File: src/rtl/seg_scan_pkg.sv
// Shared types and helpers for the 7-segment scan controller.
// Sizes the phase timer and the digit index from the configured parameters.
package seg_scan_pkg;

    typedef enum logic {
        BLANK = 1'b0,
        SHOW  = 1'b1
    } scan_state_t;

    localparam logic [3:0] CODE_BLANK = 4'hF;

    // ceil(log2(n)), never below 1 so a 1-cycle phase still has a real counter bit
    function automatic int cnt_width(input int n);
        int w;
        w = 1;
        while ((1 << w) < n) begin
            w = w + 1;
        end
        return w;
    endfunction

    function automatic int max_int(input int a, input int b);
        return (a > b) ? a : b;
    endfunction

endpackage

File: src/rtl/seg_scan_timer.sv
// Terminal-count phase timer: counts 0..last_i and wraps to 0 on the terminal cycle.
// The terminal value is an input so one counter serves both BLANK and SHOW phases.
module seg_scan_timer #(
    parameter int W = 2
) (
    input  logic         clk,
    input  logic         rst,
    input  logic         clr_i,
    input  logic         en_i,
    input  logic [W-1:0] last_i,
    output logic         tc_o
);

    logic [W-1:0] count_q;
    logic [W-1:0] count_d;
    logic         at_last;

    assign at_last = (count_q == last_i);
    assign tc_o    = en_i && !clr_i && at_last;

    always_comb begin
        count_d = count_q;
        if (clr_i) begin
            count_d = '0;
        end else if (en_i) begin
            count_d = at_last ? '0 : count_q + 1'b1;
        end
    end

    always_ff @(posedge clk or posedge rst) begin
        if (rst) begin
            count_q <= '0;
        end else begin
            count_q <= count_d;
        end
    end

endmodule

File: src/rtl/seg_scan_ctrl.sv
// Time-multiplexed 7-segment scan controller with double-buffered digit codes.
// Each slot is a dark BLANK gap followed by a SHOW phase driving one active-low anode.
module seg_scan_ctrl #(
    parameter int NUM_DIGITS   = 4,
    parameter int SHOW_CYCLES  = 100000,
    parameter int BLANK_CYCLES = 1000
) (
    input  logic                    clk,
    input  logic                    rst,
    input  logic                    enable,
    input  logic [4*NUM_DIGITS-1:0] digits,
    input  logic [NUM_DIGITS-1:0]   digit_en,
    input  logic                    load,
    output logic [3:0]              code,
    output logic [NUM_DIGITS-1:0]   an,
    output logic                    frame_done
);

    import seg_scan_pkg::*;

    localparam int TW = cnt_width(max_int(SHOW_CYCLES, BLANK_CYCLES));
    localparam int IW = cnt_width(NUM_DIGITS);

    localparam logic [TW-1:0] SHOW_LAST  = TW'(SHOW_CYCLES - 1);
    localparam logic [TW-1:0] BLANK_LAST = TW'(BLANK_CYCLES - 1);
    localparam logic [IW-1:0] IDX_LAST   = IW'(NUM_DIGITS - 1);

    scan_state_t state_q, state_d;
    logic [IW-1:0] idx_q, idx_d;
    logic run_q;

    logic                    pending_q, pending_d;
    logic [4*NUM_DIGITS-1:0] stage_code_q, stage_code_d;
    logic [NUM_DIGITS-1:0]   stage_en_q, stage_en_d;
    logic [4*NUM_DIGITS-1:0] shadow_code_q, shadow_code_d;
    logic [NUM_DIGITS-1:0]   shadow_en_q, shadow_en_d;

    logic [3:0]            code_q, code_d;
    logic [NUM_DIGITS-1:0] an_q, an_d;
    logic [3:0]            shadow_arr [NUM_DIGITS];

    logic          scanning;
    logic          timer_tc;
    logic [TW-1:0] timer_last;

    // run_q delays scanning by one cycle after enable rises, so the first BLANK
    // of digit 0 is spent with its code already on the transcoder.
    assign scanning   = enable && run_q;
    assign timer_last = (state_q == SHOW) ? SHOW_LAST : BLANK_LAST;

    seg_scan_timer #(
        .W (TW)
    ) u_timer (
        .clk    (clk),
        .rst    (rst),
        .clr_i  (!enable),
        .en_i   (scanning),
        .last_i (timer_last),
        .tc_o   (timer_tc)
    );

    assign frame_done = timer_tc && (state_q == SHOW) && (idx_q == IDX_LAST);

    always_comb begin
        state_d = state_q;
        idx_d   = idx_q;
        if (!scanning) begin
            state_d = BLANK;
            idx_d   = '0;
        end else if (timer_tc) begin
            if (state_q == BLANK) begin
                state_d = SHOW;
            end else begin
                state_d = BLANK;
                idx_d   = (idx_q == IDX_LAST) ? '0 : idx_q + 1'b1;
            end
        end
    end

    // Shadow only moves on the frame boundary, so a frame never mixes old and new digits.
    always_comb begin
        pending_d     = pending_q;
        stage_code_d  = stage_code_q;
        stage_en_d    = stage_en_q;
        shadow_code_d = shadow_code_q;
        shadow_en_d   = shadow_en_q;
        if (load) begin
            stage_code_d = digits;
            stage_en_d   = digit_en;
            pending_d    = 1'b1;
        end
        if (frame_done) begin
            if (load) begin
                shadow_code_d = digits;
                shadow_en_d   = digit_en;
                pending_d     = 1'b0;
            end else if (pending_q) begin
                shadow_code_d = stage_code_q;
                shadow_en_d   = stage_en_q;
                pending_d     = 1'b0;
            end
        end
    end

    // Outputs are registered from next-state values so they line up with state_q.
    genvar gi;
    generate
        for (gi = 0; gi < NUM_DIGITS; gi++) begin : g_digit
            assign shadow_arr[gi] = shadow_code_d[4*gi +: 4];
            assign an_d[gi] = !(enable && (state_d == SHOW) &&
                                (idx_d == IW'(gi)) && shadow_en_d[gi]);
        end
    endgenerate

    always_comb begin
        code_d = CODE_BLANK;
        if (enable && shadow_en_d[idx_d]) begin
            code_d = shadow_arr[idx_d];
        end
    end

    always_ff @(posedge clk or posedge rst) begin
        if (rst) begin
            state_q       <= BLANK;
            idx_q         <= '0;
            run_q         <= 1'b0;
            pending_q     <= 1'b0;
            stage_code_q  <= {NUM_DIGITS{CODE_BLANK}};
            stage_en_q    <= '0;
            shadow_code_q <= {NUM_DIGITS{CODE_BLANK}};
            shadow_en_q   <= '0;
            code_q        <= CODE_BLANK;
            an_q          <= '1;
        end else begin
            state_q       <= state_d;
            idx_q         <= idx_d;
            run_q         <= enable;
            pending_q     <= pending_d;
            stage_code_q  <= stage_code_d;
            stage_en_q    <= stage_en_d;
            shadow_code_q <= shadow_code_d;
            shadow_en_q   <= shadow_en_d;
            code_q        <= code_d;
            an_q          <= an_d;
        end
    end

    assign code = code_q;
    assign an   = an_q;

endmodule

File: config.mk
export PLATFORM = sky130hd
export DESIGN_NAME = seg_scan_ctrl
export DESIGN_NICKNAME = d
export VERILOG_FILES = /design/src/rtl/seg_scan_pkg.sv /design/src/rtl/seg_scan_timer.sv /design/src/rtl/seg_scan_ctrl.sv
export SDC_FILE = /design/constraint.sdc
export NUM_CORES = 1
export LEC_CHECK = 0
export ABC_AREA = 0
export BUFFER_PORTS_ARGS = -buffer_cell sky130_fd_sc_hd__buf_2
export CORE_ASPECT_RATIO = 0.8
export CORE_MARGIN = 2
export CORE_UTILIZATION = 59
export CTS_BUF_LIST = sky130_fd_sc_hd__clkbuf_16
export DETAILED_ROUTE_END_ITERATION = 7
export PLACE_DENSITY = 0.76
export SLEW_MARGIN = 25
export SYNTH_ARGS = -nofsm -noshare
export SYNTH_HDL_FRONTEND = slang
export SYNTH_SLANG_ARGS = --single-unit
File: constraint.sdc
create_clock -name clk -period 3.2 [get_ports clk]
set_clock_uncertainty 0.05 [all_clocks]
set_input_delay 0.64 -clock clk [delete_from_list [all_inputs] [get_ports clk]]
set_output_delay 0.64 -clock clk [all_outputs]
set_load 0.02 [all_outputs]
After elaboration in Yosys (flattened, before gate mapping):

Index checks and enable logic that the tools add are counted.

* register bits: 70
* output and inout port bits: 9
* word-level logic and storage cells: 69

* reductions and logical operators: 20
* bitwise gates (word level): 1
* equality and inequality tests: 6
* $lt $le $gt $ge: 2
* add/sub/neg operators: 2
* mux-type cells: 27

Operators by type and width (count)
* $mux W17: 4
* $mux W16: 3
* $mux W4: 6
* $add A17 B1 Y17 const B: 1
* $eq A17 B17 Y1: 1
* $logic_and A1 B1 Y1: 15
* $bmux W4 S2: 1
* $mux W1: 8
* $mux W2: 4
* $eq A2 B2 Y1 const B: 3
* $logic_not A1 Y1: 4
* $ge A3 B3 Y1 const B: 1
* $lt A2 B3 Y1 const B: 1
* $not A2 Y3: 1
* $add A2 B1 Y2 const B: 1
* $bmux W1 S2: 1
* $eq A2 B1 Y1 const B: 1
* $logic_not A2 Y1: 1
* $ne A2 B1 Y1 const B: 1

Longest topological paths before layout:

* word-level depth: 10
* gate-level depth with buffers: 13
* mapped depth without buffers: 11

By module:

A second synthesis with hierarchy kept.

* cells, all modules: 334
* area total of the unflattened synthesis: 3633.5 µm²

By module, submodules not included
* seg_scan_ctrl: area an instance 2328.5 µm², cells an instance 192, times used 1
* seg_scan_timer: area an instance 1305.0 µm², cells an instance 142, times used 1

Worst setup path before layout:

No wires, ideal clock.

* path kind: register to register
* start: register state_q
* end: register code_q[0] (netlist: code[0])
* required time: 3.077 ns
* cell stages (with the launch flop): 12
* period minus slack after synthesis: 2.802 ns
* data arrival time: 2.679 ns
* setup slack: 0.398 ns
* path through: dfrtp_1 > and4bb_2 > a22oi_2 > nor4_1 > ha_1 > o211ai_1 > buf_6 > mux2_2 > o22a_1 > mux2_2 > a32oi_2 > o21bai_1

* longest elaborated chain between the ends: 10

Ends and longest elaborated chain
* start, declared: RTL line seg_scan_ctrl.sv:28 `scan_state_t state_q, state_d;`
* start signal, assigned: RTL line seg_scan_ctrl.sv:135 `state_q <= state_d;`
* $mux W17: RTL line seg_scan_ctrl.sv:49 `assign timer_last = (state_q == SHOW) ? SHOW_LAST : BLANK_LAST;`
* $eq A17 B17 Y1: RTL line seg_scan_timer.sv:18 `assign at_last = (count_q == last_i);`
* $logic_and A1 B1 Y1: RTL line seg_scan_timer.sv:19 `assign tc_o = en_i && !clr_i && at_last;`
* $logic_and A1 B1 Y1 * (2 in series): RTL line seg_scan_ctrl.sv:62 `assign frame_done = timer_tc && (state_q == SHOW) && (idx_q == IDX_LAST);`
* $mux W4 *: RTL line seg_scan_ctrl.sv:92 `if (frame_done) begin`
* named net shadow_en_d[1]: RTL line seg_scan_ctrl.sv:36 `logic [NUM_DIGITS-1:0] shadow_en_q, shadow_en_d;`
* $bmux W1 S2 *: RTL line seg_scan_ctrl.sv:117 `if (enable && shadow_en_d[idx_d]) begin`
* $mux W1 (implied by the code) *: RTL line seg_scan_ctrl.sv:117
* $logic_and A1 B1 Y1 *: RTL line seg_scan_ctrl.sv:117
* $mux W4 *: RTL line seg_scan_ctrl.sv:117
* named net code_d[0]: RTL line seg_scan_ctrl.sv:38 `logic [3:0] code_q, code_d;`
* end signal, assigned: RTL line seg_scan_ctrl.sv:143 `code_q <= code_d;`
* end, declared: RTL line seg_scan_ctrl.sv:38

Mark *: on every way through the listed nets, which the timed path passes. The rest lies on a longest branch. The select of a mux whose other input is x is not followed.
A chain may end at the register's enable or synchronous reset.

Worst setup path in the final report:

* start: register u_timer.count_q[10]
* end: register code_q[1] (netlist: code[1])

* longest elaborated chain between the ends: 9

Ends and longest elaborated chain
* start, declared: RTL line seg_scan_timer.sv:14 `logic [W-1:0] count_q;`
* start signal, assigned: RTL line seg_scan_timer.sv:34 `count_q <= count_d;`
* $eq A17 B17 Y1: RTL line seg_scan_timer.sv:18
* $logic_and A1 B1 Y1: RTL line seg_scan_timer.sv:19
* $logic_and A1 B1 Y1 (2 in series): RTL line seg_scan_ctrl.sv:62
* $mux W4: RTL line seg_scan_ctrl.sv:92
* named net shadow_en_d[0]: RTL line seg_scan_ctrl.sv:36
* $bmux W1 S2: RTL line seg_scan_ctrl.sv:117
* $mux W1 (implied by the code): RTL line seg_scan_ctrl.sv:117
* $logic_and A1 B1 Y1: RTL line seg_scan_ctrl.sv:117
* $mux W4: RTL line seg_scan_ctrl.sv:117
* named net code_d[1]: RTL line seg_scan_ctrl.sv:38

The timed path passes the listed nets, and every way through them passes these cells. The select of a mux whose other input is x is not followed.

==> metrics.md <==
| Metric | Value |
|---|---|
| Worst setup startpoint | `u_timer.count_q[10]$_DFFE_PP0P_` |
| Initial antenna violation count | `0` |
| Core Util, Final | `0.7371` |
| Fin nets | `about 380` |
| CTS tree | `yes` |
| Commonest non-fill, non-tap cell in the layout | `dfstp_2` |
| Flops & latches, synth | `70` |
| Clock Path Buffers | `2` |
| Yosys warns | `0` |
| Pleak | `0.001794 uW` |
| Final Max Slew Viols | `0` |
| Critical path startpoint category | `register` |
| Reg2reg end | `code[1]$_DFF_PP1_` |
| Synth Cell Area | `3423 um2` |
| Share of cells above drive strength 1 | `0.4101` |
| Cells after synthesis | `306` |
| FF-to-FF setup slack | `60 ps` |
| Residual DRC | `0` |
| Clock transition at path regs | `around 60 ps` |
| H-Tree Depth | `3` |
| FF-to-FF Start | `u_timer.count_q[10]$_DFFE_PP0P_` |
| Max-cap violations | `0` |
| Area of the multi-input gates | `around 1500 um2` |
| Status | `completed` |
| Yosys top cell area share | `0.3070` |
| Vias in the first global route | `between 2k and 2.5k` |
| Pre-CTS WS | `71.63 ps` |
| Synth Net Count | `between 300 and 400` |
| Via Count | `approximately 2.5k` |
| Die W | `89.16 um` |
| Placer Congestion | `0.8838` |
| Met3 global-route usage | `0.07964` |
| PD cells | `506.6 nW/um2` |
| Number of clock sinks | `70` |
| Number of I/O pins | `33` |
| CP Max Fanout | `6` |
| Worst Path Arrival | `3350 ps` |
| All-Layer GR Usage | `0.2416` |
| FF/Latch Area | `1802 um2` |
| CORE AREA | `5525 um2` |
| Area growth from synthesis to layout | `18.97%` |
| Minimum clock period | `3139 ps` |
| Final period utilization | `0.9810` |
| Sw power | `444.7 uW` |
| Final Power | `slightly above 2000 uW` |
| Commonest cells after routing, fill and taps aside | `40 x dfstp_2, 32 x buf_2, 31 x o21ai_0` |
| Initial drt markers | `190` |
| Yosys cell types | `51` |
| Die ar. | `6431 um2` |
| Design Area, Final | `slightly above 4000 um2` |
| Most Crowded Layer GR | `met2` |
| GR Overflow Total | `0` |
| Max rail drop VDD | `0.4198 mV` |
| Logic pwr share | `0.051` |
| Crit path kind | `register to register` |
| M1 GR Usage | `0.3453` |
| Placed Area | `3705 um2` |
| Int Pwr | `1619 uW` |
| CTS buffer count | `9` |
| Compound-Gate Fraction of Synth Area | `0.1356` |
| CP Capture Point | `code[1]$_DFF_PP1_` |
| Fillers | `399` |
| Antenna cells | `0` |
| CP Capture Type | `register` |
| First-pass GRT wire length | `11630 um` |
| XOR/XNOR Fraction of Synth Area | `0.01023` |
| Min-delay worst type | `input pin to asynchronous set/reset pin` |
| Grt met2 use | `0.3523` |
| Synth area leader | `dfstp_2` |
| Post-synthesis mux area share | `0.1232` |
| Post-DR wirelength/cell | `16.34 um` |
| Main combinational cell family by area after synthesis | `simple AND/OR/NAND/NOR gates` |
| Post-synthesis sequential area ratio | `0.5263` |
| Setup ws final | `60.86 ps` |
| Site row count | `24` |
| F_max | `318.6 MHz` |
| Sw Share | `0.2155` |
| I/O Buffers | `32` |
| Fin. Hold Viols | `0` |
| Slew @ Worst Pin | `793.3 ps` |
| R2R cell count | `11` |
| DR pass1 iterations | `4` |
| Post-synthesis simple-gate area fraction | `0.1542` |
| Final Setup Violations | `0` |
| Vias/cell | `5.647` |
| Mean post-synth cell area | `11.19 um2` |
| Largest cells by area after synthesis | `dfstp_2 31%, dfrtp_1 22%, mux2_2 8.2%` |
| Hpwl dp | `4853 um` |
| Max-slew headroom | `0.4701` |
| Largest net degree at the start of global routing | `37` |
| Die H | `72.13 um` |
| Sequential share of power | `0.455` |
| Clock Tree Root | `clkbuf_16` |
| Clock power share | `0.494` |
| Post-DRT Antenna Nets | `0` |
| WL final | `7092 um` |
| Clock Latency Late Sink | `330 ps` |
| Post-synthesis adder-cell area fraction | `0.01096` |
| Worst EP required | `3410 ps` |
| Starting Density | `0.6196` |
## state kept, by name, indices dropped and copies added, names as in the netlist
| register | cells |
|---|---|
| idx_q | 2 |
| pending_q | 1 |
| stage_code_q | 16 |
| u_timer.count_q | 17 |
| an | 4 |
| state_q | 1 |
| run_q | 1 |
| shadow_code_q | 16 |
| code | 4 |
| shadow_en_q | 4 |
| stage_en_q | 4 |
## metrics by stage
stage               hold slack, ps  cells  setup TNS, ps
global placement             429.2    415              0
floorplan                    401.1    306              0
global route                 444.6    434         -82.49
detailed placement           443.2    415              0
CTS                          404.4    431              0
finish                       392.2    434              0
## cell usage after synthesis (all sizes together)
master and count:
o21ai 31, xnor2 1, o211ai 1, o221a 1, nand3b 1, a211oi 4
or4 1, nor2 8, a21oi 4, o31a 1, nand2 29, o21bai 3
mux2 26, o221ai 1, buf 6, nor4b 1, and3 9, dfstp 40
nand3 13, nand4 3, a31oi 1, o22ai 3, nor4 3, clkbuf 6
or2 1, a21o 4, inv 17, o22a 3, nand2b 7, mux4 2
o31ai 9, dfrtp 30, a22oi 1, mux2i 8, a32oi 1, nor3 1
nand4b 2, and4bb 2, nor2b 4, and2 7, a211o 1, xor2 3
or3 2, o41ai 1, ha 3
## metal layers
| layer | wire length (um) | vias to the layer above | part of all wire |
|---|---|---|---|
| met3 | 355 | 9 | 0.050 |
| li1 | - | 1193 | - |
| met2 | 3254 | 52 | 0.46 |
| met1 | 3385 | 1197 | 0.48 |
| met5 | 0 | - | 0 |
| met4 | 97 | 0 | 0.014 |
## worst min-delay path by stage
stage                                   startpoint                        endpoint  slack (ps)  cells past startpoint
global route                                   rst             pending_q$_DFF_PP0_         440                      2
global placement      stage_code_q[14]$_DFFE_PP1P_    stage_code_q[14]$_DFFE_PP1P_         430                      2
CTS                                            rst        shadow_en_q[0]$_DFF_PP0_         400                      2
finish                                         rst        shadow_en_q[0]$_DFF_PP0_         390                      2
floorplan           u_timer.count_q[4]$_DFFE_PP0P_  u_timer.count_q[4]$_DFFE_PP0P_         400                      1
detailed placement    stage_code_q[14]$_DFFE_PP1P_    stage_code_q[14]$_DFFE_PP1P_         440                      2
## power groups by stage
stage	clock, uW	combinational [uW]	sequential [uW]
after floorplan	0	67.9	950
after global placement	0	103	951
after detailed placement	0	106	953
after CTS	1030	106	939
after global routing	1070	118	942
final	1020	104	939
## repair_timing
action                                  CTS  global route
hold buffers                              0             0
gates resized for setup                   0             6
setup buffers                             0             3
endpoints found under the setup margin    0             4
endpoints found under the hold margin     0             0
## critical path, cell delays in order (launching register included)
cell and delay (ps):
dfrtp_1 440, nand2b_1 170, o31a_1 310, nor4_4 280, ha_2 240, o211ai_1 130, buf_4 200, mux2_4 330
o22a_1 210, mux2_2 280, a32oi_4 230, o21bai_1 170
## area by class of cell
| type | instances | share of cell area |
|---|---|---|
| well taps | 78 | 0.02396 |
| repair buffers | 46 | 0.06912 |
| flip-flops and latches | 70 | 0.4424 |
| clock inverters | 6 | 0.01444 |
| inverters | 17 | 0.01567 |
| clock buffers | 10 | 0.06144 |
| multi-input cells | 207 | 0.3730 |
## logic make-up after synthesis
group	after synthesis
DFF	70
muxes	36
and+or+nand+nor	94
buffers and inverters	29
adders and majority gates	3
xor gates and xnor gates	4
AOI/OAI and AO/OA	70
(Power assumes the default switching activity.)
